File: config.mk
export PLATFORM = sky130hd
export DESIGN_NAME = ps2_rx_fifo
export DESIGN_NICKNAME = d
export VERILOG_FILES = /design/src/rtl/ps2_pkg.sv /design/src/rtl/ps2_evt_fifo.sv /design/src/rtl/ps2_rx_fifo.sv
export SDC_FILE = /design/constraint.sdc
export NUM_CORES = 1
export LEC_CHECK = 0
export CAP_MARGIN = 10
export CELL_PAD_IN_SITES_DETAIL_PLACEMENT = 1
export CELL_PAD_IN_SITES_GLOBAL_PLACEMENT = 1
export CORE_MARGIN = 2
export CORE_UTILIZATION = 50
export DETAILED_ROUTE_END_ITERATION = 10
export PLACE_DENSITY_LB_ADDON = 0.1
export SYNTH_ARGS = -nofsm -noshare
export SYNTH_HDL_FRONTEND = slang
export SYNTH_SLANG_ARGS = --single-unit
File: constraint.sdc
create_clock -name clk -period 2.7 [get_ports clk]
set_input_delay 0.27 -clock clk [delete_from_list [all_inputs] [get_ports clk]]
set_output_delay 0.27 -clock clk [all_outputs]
set_load 0.02 [all_outputs]
File: src/rtl/ps2_pkg.sv
// ps2_pkg -- shared types and constants for the PS/2 receive path.
//   ps2_dec_state_t : scan-code prefix decoder states
//   ps2_evt_t       : one decoded key event {brk, ext, code}
//   PS2_PREFIX_EXT  : extended-key prefix byte
//   PS2_PREFIX_BRK  : key-release prefix byte
package ps2_pkg;

    typedef enum logic [1:0] {
        DEC_IDLE    = 2'd0,
        DEC_EXT     = 2'd1,
        DEC_BRK     = 2'd2,
        DEC_EXT_BRK = 2'd3
    } ps2_dec_state_t;

    typedef struct packed {
        logic       brk;
        logic       ext;
        logic [7:0] code;
    } ps2_evt_t;

    localparam logic [7:0] PS2_PREFIX_EXT = 8'hE0;
    localparam logic [7:0] PS2_PREFIX_BRK = 8'hF0;

    // Odd parity: data bits plus parity bit must hold an odd number of ones.
    function automatic logic ps2_odd_parity_ok(input logic [7:0] data, input logic par);
        return ^{data, par};
    endfunction

endpackage

File: src/rtl/ps2_evt_fifo.sv
// ps2_evt_fifo -- synchronous FIFO of decoded key events.
//   clk, resetn : clock, asynchronous active-low reset
//   push        : write push_evt (taken when not full, or when a pop happens the same cycle)
//   push_evt    : event to write
//   pop         : advance the head (ignored when empty)
//   head_evt    : current head event, all-zero when empty
//   full, empty : occupancy flags
//   level       : number of stored events
module ps2_evt_fifo
    import ps2_pkg::*;
#(
    parameter int DEPTH = 8
) (
    input  logic                     clk,
    input  logic                     resetn,
    input  logic                     push,
    input  ps2_evt_t                 push_evt,
    input  logic                     pop,
    output ps2_evt_t                 head_evt,
    output logic                     full,
    output logic                     empty,
    output logic [$clog2(DEPTH):0]   level
);

    localparam int AW = $clog2(DEPTH);
    localparam int LW = AW + 1;

    ps2_evt_t        mem [DEPTH];
    logic [AW-1:0]   wr_ptr;
    logic [AW-1:0]   rd_ptr;
    logic [LW-1:0]   level_q;
    logic            wr_en;
    logic            rd_en;

    assign full  = (level_q == LW'(DEPTH));
    assign empty = (level_q == '0);
    assign level = level_q;

    assign rd_en = pop && !empty;
    // A simultaneous pop frees the slot being written, so a full FIFO still accepts.
    assign wr_en = push && (!full || rd_en);

    always_ff @(posedge clk or negedge resetn) begin
        if (!resetn) begin
            wr_ptr  <= '0;
            rd_ptr  <= '0;
            level_q <= '0;
        end else begin
            if (wr_en) begin
                wr_ptr <= wr_ptr + 1'b1;
            end
            if (rd_en) begin
                rd_ptr <= rd_ptr + 1'b1;
            end
            unique case ({wr_en, rd_en})
                2'b10:   level_q <= level_q + 1'b1;
                2'b01:   level_q <= level_q - 1'b1;
                default: level_q <= level_q;
            endcase
        end
    end

    always_ff @(posedge clk) begin
        if (wr_en) begin
            mem[wr_ptr] <= push_evt;
        end
    end

    assign head_evt = empty ? '0 : mem[rd_ptr];

endmodule

File: src/rtl/ps2_rx_fifo.sv
// ps2_rx_fifo -- PS/2 keyboard receiver with prefix folding and event FIFO.
//   clk, resetn        : system clock, asynchronous active-low reset
//   ps2_clk, ps2_data  : raw keyboard pins (asynchronous)
//   evt_valid/evt_ready: pop handshake on the event FIFO head
//   evt_code/break/ext : head event (zero when empty)
//   level              : FIFO occupancy
//   overflow           : sticky event-dropped flag, cleared by clr_overflow
//   frame_err          : one-cycle pulse per rejected frame
//   err_count          : saturating rejected-frame count
// Build option: define PS2_RX_TIMEOUT_EN to abandon a frame after
// TIMEOUT_CYCLES clk cycles without a PS/2 clock edge mid-frame.
//
// Decoder states:
//   state       | meaning
//   DEC_IDLE    | no prefix pending
//   DEC_EXT     | E0 seen
//   DEC_BRK     | F0 seen
//   DEC_EXT_BRK | E0 then F0 seen
module ps2_rx_fifo
    import ps2_pkg::*;
#(
    parameter int DEPTH          = 8,
    parameter int TIMEOUT_CYCLES = 100000
) (
    input  logic                     clk,
    input  logic                     resetn,
    input  logic                     ps2_clk,
    input  logic                     ps2_data,
    output logic                     evt_valid,
    input  logic                     evt_ready,
    output logic [7:0]               evt_code,
    output logic                     evt_break,
    output logic                     evt_ext,
    output logic [$clog2(DEPTH):0]   level,
    output logic                     overflow,
    input  logic                     clr_overflow,
    output logic                     frame_err,
    output logic [7:0]               err_count
);

    if (DEPTH < 2 || (DEPTH & (DEPTH - 1)) != 0 || TIMEOUT_CYCLES < 2) begin : g_bad_param
        $error("ps2_rx_fifo: DEPTH must be a power of two >= 2 and TIMEOUT_CYCLES >= 2");
    end

    // Synchronisers idle high so releasing reset never looks like a falling edge.
    logic [2:0] sync_clk;
    logic [1:0] sync_data;
    logic       strobe;
    logic       data_s;

    always_ff @(posedge clk or negedge resetn) begin
        if (!resetn) begin
            sync_clk  <= 3'b111;
            sync_data <= 2'b11;
        end else begin
            sync_clk  <= {sync_clk[1:0], ps2_clk};
            sync_data <= {sync_data[0], ps2_data};
        end
    end

    assign strobe = sync_clk[2] & ~sync_clk[1];
    assign data_s = sync_data[1];

    // frame_buf[0] = start, [8:1] = data LSB first, [9] = parity; stop is the live sample.
    logic [3:0] bit_cnt;
    logic [9:0] frame_buf;
    logic       byte_done;
    logic       frame_good;
    logic       frame_bad;
    logic       wd_expire;
    logic [7:0] rx_byte;

    assign rx_byte    = frame_buf[8:1];
    assign byte_done  = strobe && (bit_cnt == 4'd10);
    assign frame_good = byte_done && !frame_buf[0] && data_s
                        && ps2_odd_parity_ok(rx_byte, frame_buf[9]);
    assign frame_bad  = (byte_done && !frame_good) || wd_expire;

    always_ff @(posedge clk or negedge resetn) begin
        if (!resetn) begin
            bit_cnt   <= '0;
            frame_buf <= '0;
        end else if (wd_expire) begin
            bit_cnt <= '0;
        end else if (strobe) begin
            if (bit_cnt == 4'd10) begin
                bit_cnt <= '0;
            end else begin
                frame_buf[bit_cnt] <= data_s;
                bit_cnt            <= bit_cnt + 1'b1;
            end
        end
    end

`ifdef PS2_RX_TIMEOUT_EN
    // Down-counter reloaded on every edge and while idle; expiry lands frame_err
    // TIMEOUT_CYCLES cycles after the last strobe.
    localparam int WD_W = $clog2(TIMEOUT_CYCLES);
    logic [WD_W-1:0] wd_cnt;

    always_ff @(posedge clk or negedge resetn) begin
        if (!resetn) begin
            wd_cnt <= '0;
        end else if (strobe || (bit_cnt == '0)) begin
            wd_cnt <= WD_W'(TIMEOUT_CYCLES - 2);
        end else if (wd_cnt != '0) begin
            wd_cnt <= wd_cnt - 1'b1;
        end
    end

    assign wd_expire = (bit_cnt != '0) && !strobe && (wd_cnt == '0);
`else
    assign wd_expire = 1'b0;
`endif

    ps2_dec_state_t state;
    ps2_dec_state_t next_state;
    logic           emit;
    ps2_evt_t       emit_evt;
    logic           is_ext;
    logic           is_brk;

    assign is_ext = (state == DEC_EXT) || (state == DEC_EXT_BRK);
    assign is_brk = (state == DEC_BRK) || (state == DEC_EXT_BRK);

    always_comb begin
        next_state    = state;
        emit          = 1'b0;
        emit_evt.brk  = is_brk;
        emit_evt.ext  = is_ext;
        emit_evt.code = rx_byte;
        if (frame_bad) begin
            next_state = DEC_IDLE;
        end else if (frame_good) begin
            unique case (state)
                DEC_IDLE: begin
                    if (rx_byte == PS2_PREFIX_EXT) begin
                        next_state = DEC_EXT;
                    end else if (rx_byte == PS2_PREFIX_BRK) begin
                        next_state = DEC_BRK;
                    end else begin
                        emit = 1'b1;
                    end
                end
                DEC_EXT: begin
                    if (rx_byte == PS2_PREFIX_BRK) begin
                        next_state = DEC_EXT_BRK;
                    end else if (rx_byte != PS2_PREFIX_EXT) begin
                        emit = 1'b1;
                    end
                end
                default: begin
                    if (rx_byte != PS2_PREFIX_BRK) begin
                        emit = 1'b1;
                    end
                end
            endcase
            if (emit) begin
                next_state = DEC_IDLE;
            end
        end
    end

    logic      evt_push_q;
    ps2_evt_t  evt_q;
    ps2_evt_t  head_evt;
    logic      fifo_full;
    logic      fifo_empty;
    logic      pop;

    assign pop = evt_valid && evt_ready;

    always_ff @(posedge clk or negedge resetn) begin
        if (!resetn) begin
            state      <= DEC_IDLE;
            evt_push_q <= 1'b0;
            evt_q      <= '0;
            frame_err  <= 1'b0;
            err_count  <= '0;
            overflow   <= 1'b0;
        end else begin
            state      <= next_state;
            evt_push_q <= emit;
            if (emit) begin
                evt_q <= emit_evt;
            end
            frame_err <= frame_bad;
            if (frame_bad && (err_count != 8'hFF)) begin
                err_count <= err_count + 1'b1;
            end
            // A drop in the same cycle as a clear keeps the flag set.
            if (evt_push_q && fifo_full && !pop) begin
                overflow <= 1'b1;
            end else if (clr_overflow) begin
                overflow <= 1'b0;
            end
        end
    end

    ps2_evt_fifo #(
        .DEPTH (DEPTH)
    ) u_evt_fifo (
        .clk      (clk),
        .resetn   (resetn),
        .push     (evt_push_q),
        .push_evt (evt_q),
        .pop      (pop),
        .head_evt (head_evt),
        .full     (fifo_full),
        .empty    (fifo_empty),
        .level    (level)
    );

    assign evt_valid = !fifo_empty;
    assign evt_code  = head_evt.code;
    assign evt_break = head_evt.brk;
    assign evt_ext   = head_evt.ext;

endmodule

==> results.md <==
* DRC at 0
* Top FF cell, synth: edfxtp_1
* Post-route cell area at 6686 um2
* Clk root buf: clkbuf_8
* Synth Area in Adders at 0.01725
* Cells after Synth at 340
* Hold violation total from the final report at 0
* Max clock buf depth at 2
* Largest net degree at the start of global routing at 42
* Simple-gate share of the synthesized area at 0.08668
* Die width at 109.0 um
* Drt total wl at 10.61 mm
* Most frequent cells in the layout: edfxtp_1 (80), dfrtp_1 (46), nand2_1 (28)
* Initial drt markers at 134
* Ports at 31
* Syn_nets at 353
* XOR/XNOR Fraction of Synth Area at 0.03721
* Final min period at 2496 ps
* Pwr dens at 1008 nW/um2
* Area contributors post-synth: edfxtp_1 (44%), dfrtp_1 (21%), mux4_2 (8.2%)
* CTS sink count at 132
* Post-synth ARST share at 0.3939
* P&R area growth vs syn at 21.26%
* Critical Path RT at 2430 ps
* Post-DP HPWL at 6.543 mm
* Drt first pass iters at 4
* Gr ovfl total at 0
* Synth top area share at 0.4357
* Non-Filler Instances at 551
* Kind of critical path: reg -> out
* Commonest non-fill, non-tap cell in the layout: edfxtp_1
* Placed cell areas at 6076 um2
* Worst skew pair latency at 520 ps
* First-pass GRT wire length at 16.89 mm
* Detail Route Antenna Nets at 0
* Wire per inst at 19.26 um
* Final net count at 411
* RSZ-0062 raised after global routing: no
* Via Count at 2980
* Reg2reg start: u_evt_fifo.level[0]
* # rows at 38
* Clock slew at reported path FFs at 60 ps
* Initial antenna violation count at 0
* Placed Instances at 517
* Fin Setup TNS at 0 ps
* Worst hold endpoint: sync_data[0]
* Post-synth EDFFs at 80
* Post-CTS setup buffer count at 0
* Critical R2R Capture: u_evt_fifo.level[3]
* Max cap viols at 0
* Slew Viols, Final at 0
* Share of cells above drive strength 1 at 0.2676
* Compound-Gate Fraction of Synth Area at 0.01861
* Status: finished clean
* CP startpoint kind: register
* Worst hold slack at 160.9 ps
* CTS tree: yes
* Distinct cells, synth at 47
* Netlist Area Pre-Place at 5514 um2
* Sequential-to-total area share from yosys stat at 0.6728
* Area leader, netlist: edfxtp_1
* Total Routing Usage GR at 0.2005
* VDD IR-drop max at 0.5887 mV
* Number of global-route vias before repair at 3168
* Chip height at 109.0 um
* Worst clock skew at 11.78 ps
* Slew headroom at 0.3577
* Mux cell area share after synthesis at 0.1507
* Die area at 11880 um2
* N_diodes at 0
* WHS Path Cells at 1
* Core area at 10790 um2
* Drt via density at 5.408
* Hold_sp: ps2_data
* Gpl congestion at 0.7170
* Setup crit end kind: output port
* Critical Path AT at 2230 ps
* Highest fanout seen on the critical path at 11
* Final Total Pwr at 6.739 mW
* Fmax at 400.6 MHz
* Worst Hold Class: in -> reg
* Worst R2R Path Depth at 11
* Largest family of logic cells by synthesized area: multiplexers
* H-tree lvl count at 4
* Leak at 2.777 nW
* Worst-Margin Slew at 963.5 ps
* Synth Register Bits at 132
* Flop2flop setup slack at 320 ps
* Fin crit share at 0.9244
* Initial Utilization at 0.5109
* PortBufs at 30
* Setup violations, final at 0
* Mapped Avg Cell Area at 16.22 um2
* Synth Warn # at 0
* CTS buffer count at 17
## kinds of logic (layout without fill, tap and decap cells)
family                   count (synthesis)  in the layout
AND/OR/NAND/NOR                         91             91
adder cells (fa/ha/maj)                  7              7
multiplexers                            54             54
flip-flops                             132            132
AO/OA/AOI/OAI                           16             16
buffers and inverters                   20             91
XOR/XNOR                                20             20
## worst max path at each step
| stage | slack [ps] | from | end |
|---|---|---|---|
| after floorplan | 370 | u_evt_fifo.level[0] | u_evt_fifo.level[3] |
| after global placement | 240 | evt_ready | u_evt_fifo.level[3] |
| after detailed placement | 140 | evt_ready | u_evt_fifo.level[3] |
| after CTS | 7 | u_evt_fifo.rd_ptr[0] | evt_code[6] |
| after global routing | 90 | u_evt_fifo.rd_ptr[0] | evt_code[4] |
| final | 200 | u_evt_fifo.rd_ptr[0] | evt_ext |
## metrics by stage
step / util / setup slack [ps]
2_1_floorplan: - / 373.5
3_3_place_gp: 0.5629 / 243.4
3_5_place_dp: 0.5629 / 140.5
4_1_cts: 0.6191 / 7.296
5_1_grt: 0.6195 / 92.47
6_report: 0.6195 / 204.0
## synthesized netlist by cell type, types with 2 or more instances
master / n
edfxtp_1: 80
dfrtp_1: 47
nand2_1: 28
nor2_1: 25
mux2_2: 22
mux4_2: 20
mux2i_1: 11
xor2_1: 11
inv_1: 10
nor3_1: 7
xnor2_1: 7
clkbuf_1: 6
ha_1: 6
o21ai_0: 6
dfstp_2: 5
nand2b_1: 5
nor2b_1: 5
a21o_1: 3
nand3_1: 3
buf_2: 2
buf_6: 2
nor4_1: 2
nor4_2: 2
xnor3_2: 2
## timing repair
action,CTS,global route
pin swaps,0,0
hold buffers,1,0
hold endpoints to repair,35,0
gates resized for setup,9,2
cloned,1,0
setup endpoints to repair,5,2
## flip-flops by register name, indices dropped and copies added (netlist names)
register / flops
frame_err: 1
sync_data: 2
u_evt_fifo.wr_ptr: 3
overflow: 1
err_count: 8
u_evt_fifo.rd_ptr: 3
u_evt_fifo.mem: 80
u_evt_fifo.level: 4
bit_cnt: 4
sync_clk: 3
evt_q: 10
evt_push_q: 1
state: 2
frame_buf: 10
## layout make-up
type,count,area (um2)
Tap cell,140,175.2
Clock inverter,15,157.7
Inverter,10,37.54
Clock buffer,17,414.1
Timing Repair Buffer,49,473.0
Sequential cell,132,3711
Fill cell,976,4106
Multi-Input combinational cell,188,1718
## layer usage
layer  up-vias  track usage  part of all wire
li1       1374            -                 -
met1      1542       0.2431              0.42
met2        57       0.3416              0.54
met3         7      0.05499             0.036
met4         0      0.07784            0.0068
met5         -            0                 0
## report_power, final
group          internal (mW)  total [mW]  switching (mW)
Combinational          0.983        1.87           0.892
Clock                   1.32        2.19           0.875
Sequential              2.39        2.67           0.276
Total                   4.70        6.74            2.04
## worst max-delay path, cell delays in order, from the launching register on
cell and delay, ps:
dfrtp_2 400, bufbuf_16 310, mux4_2 510, mux2i_1 140
nor2_1 50, dlygate4sd2_1 310
Note: power is estimated with default switching activity, not from simulation.
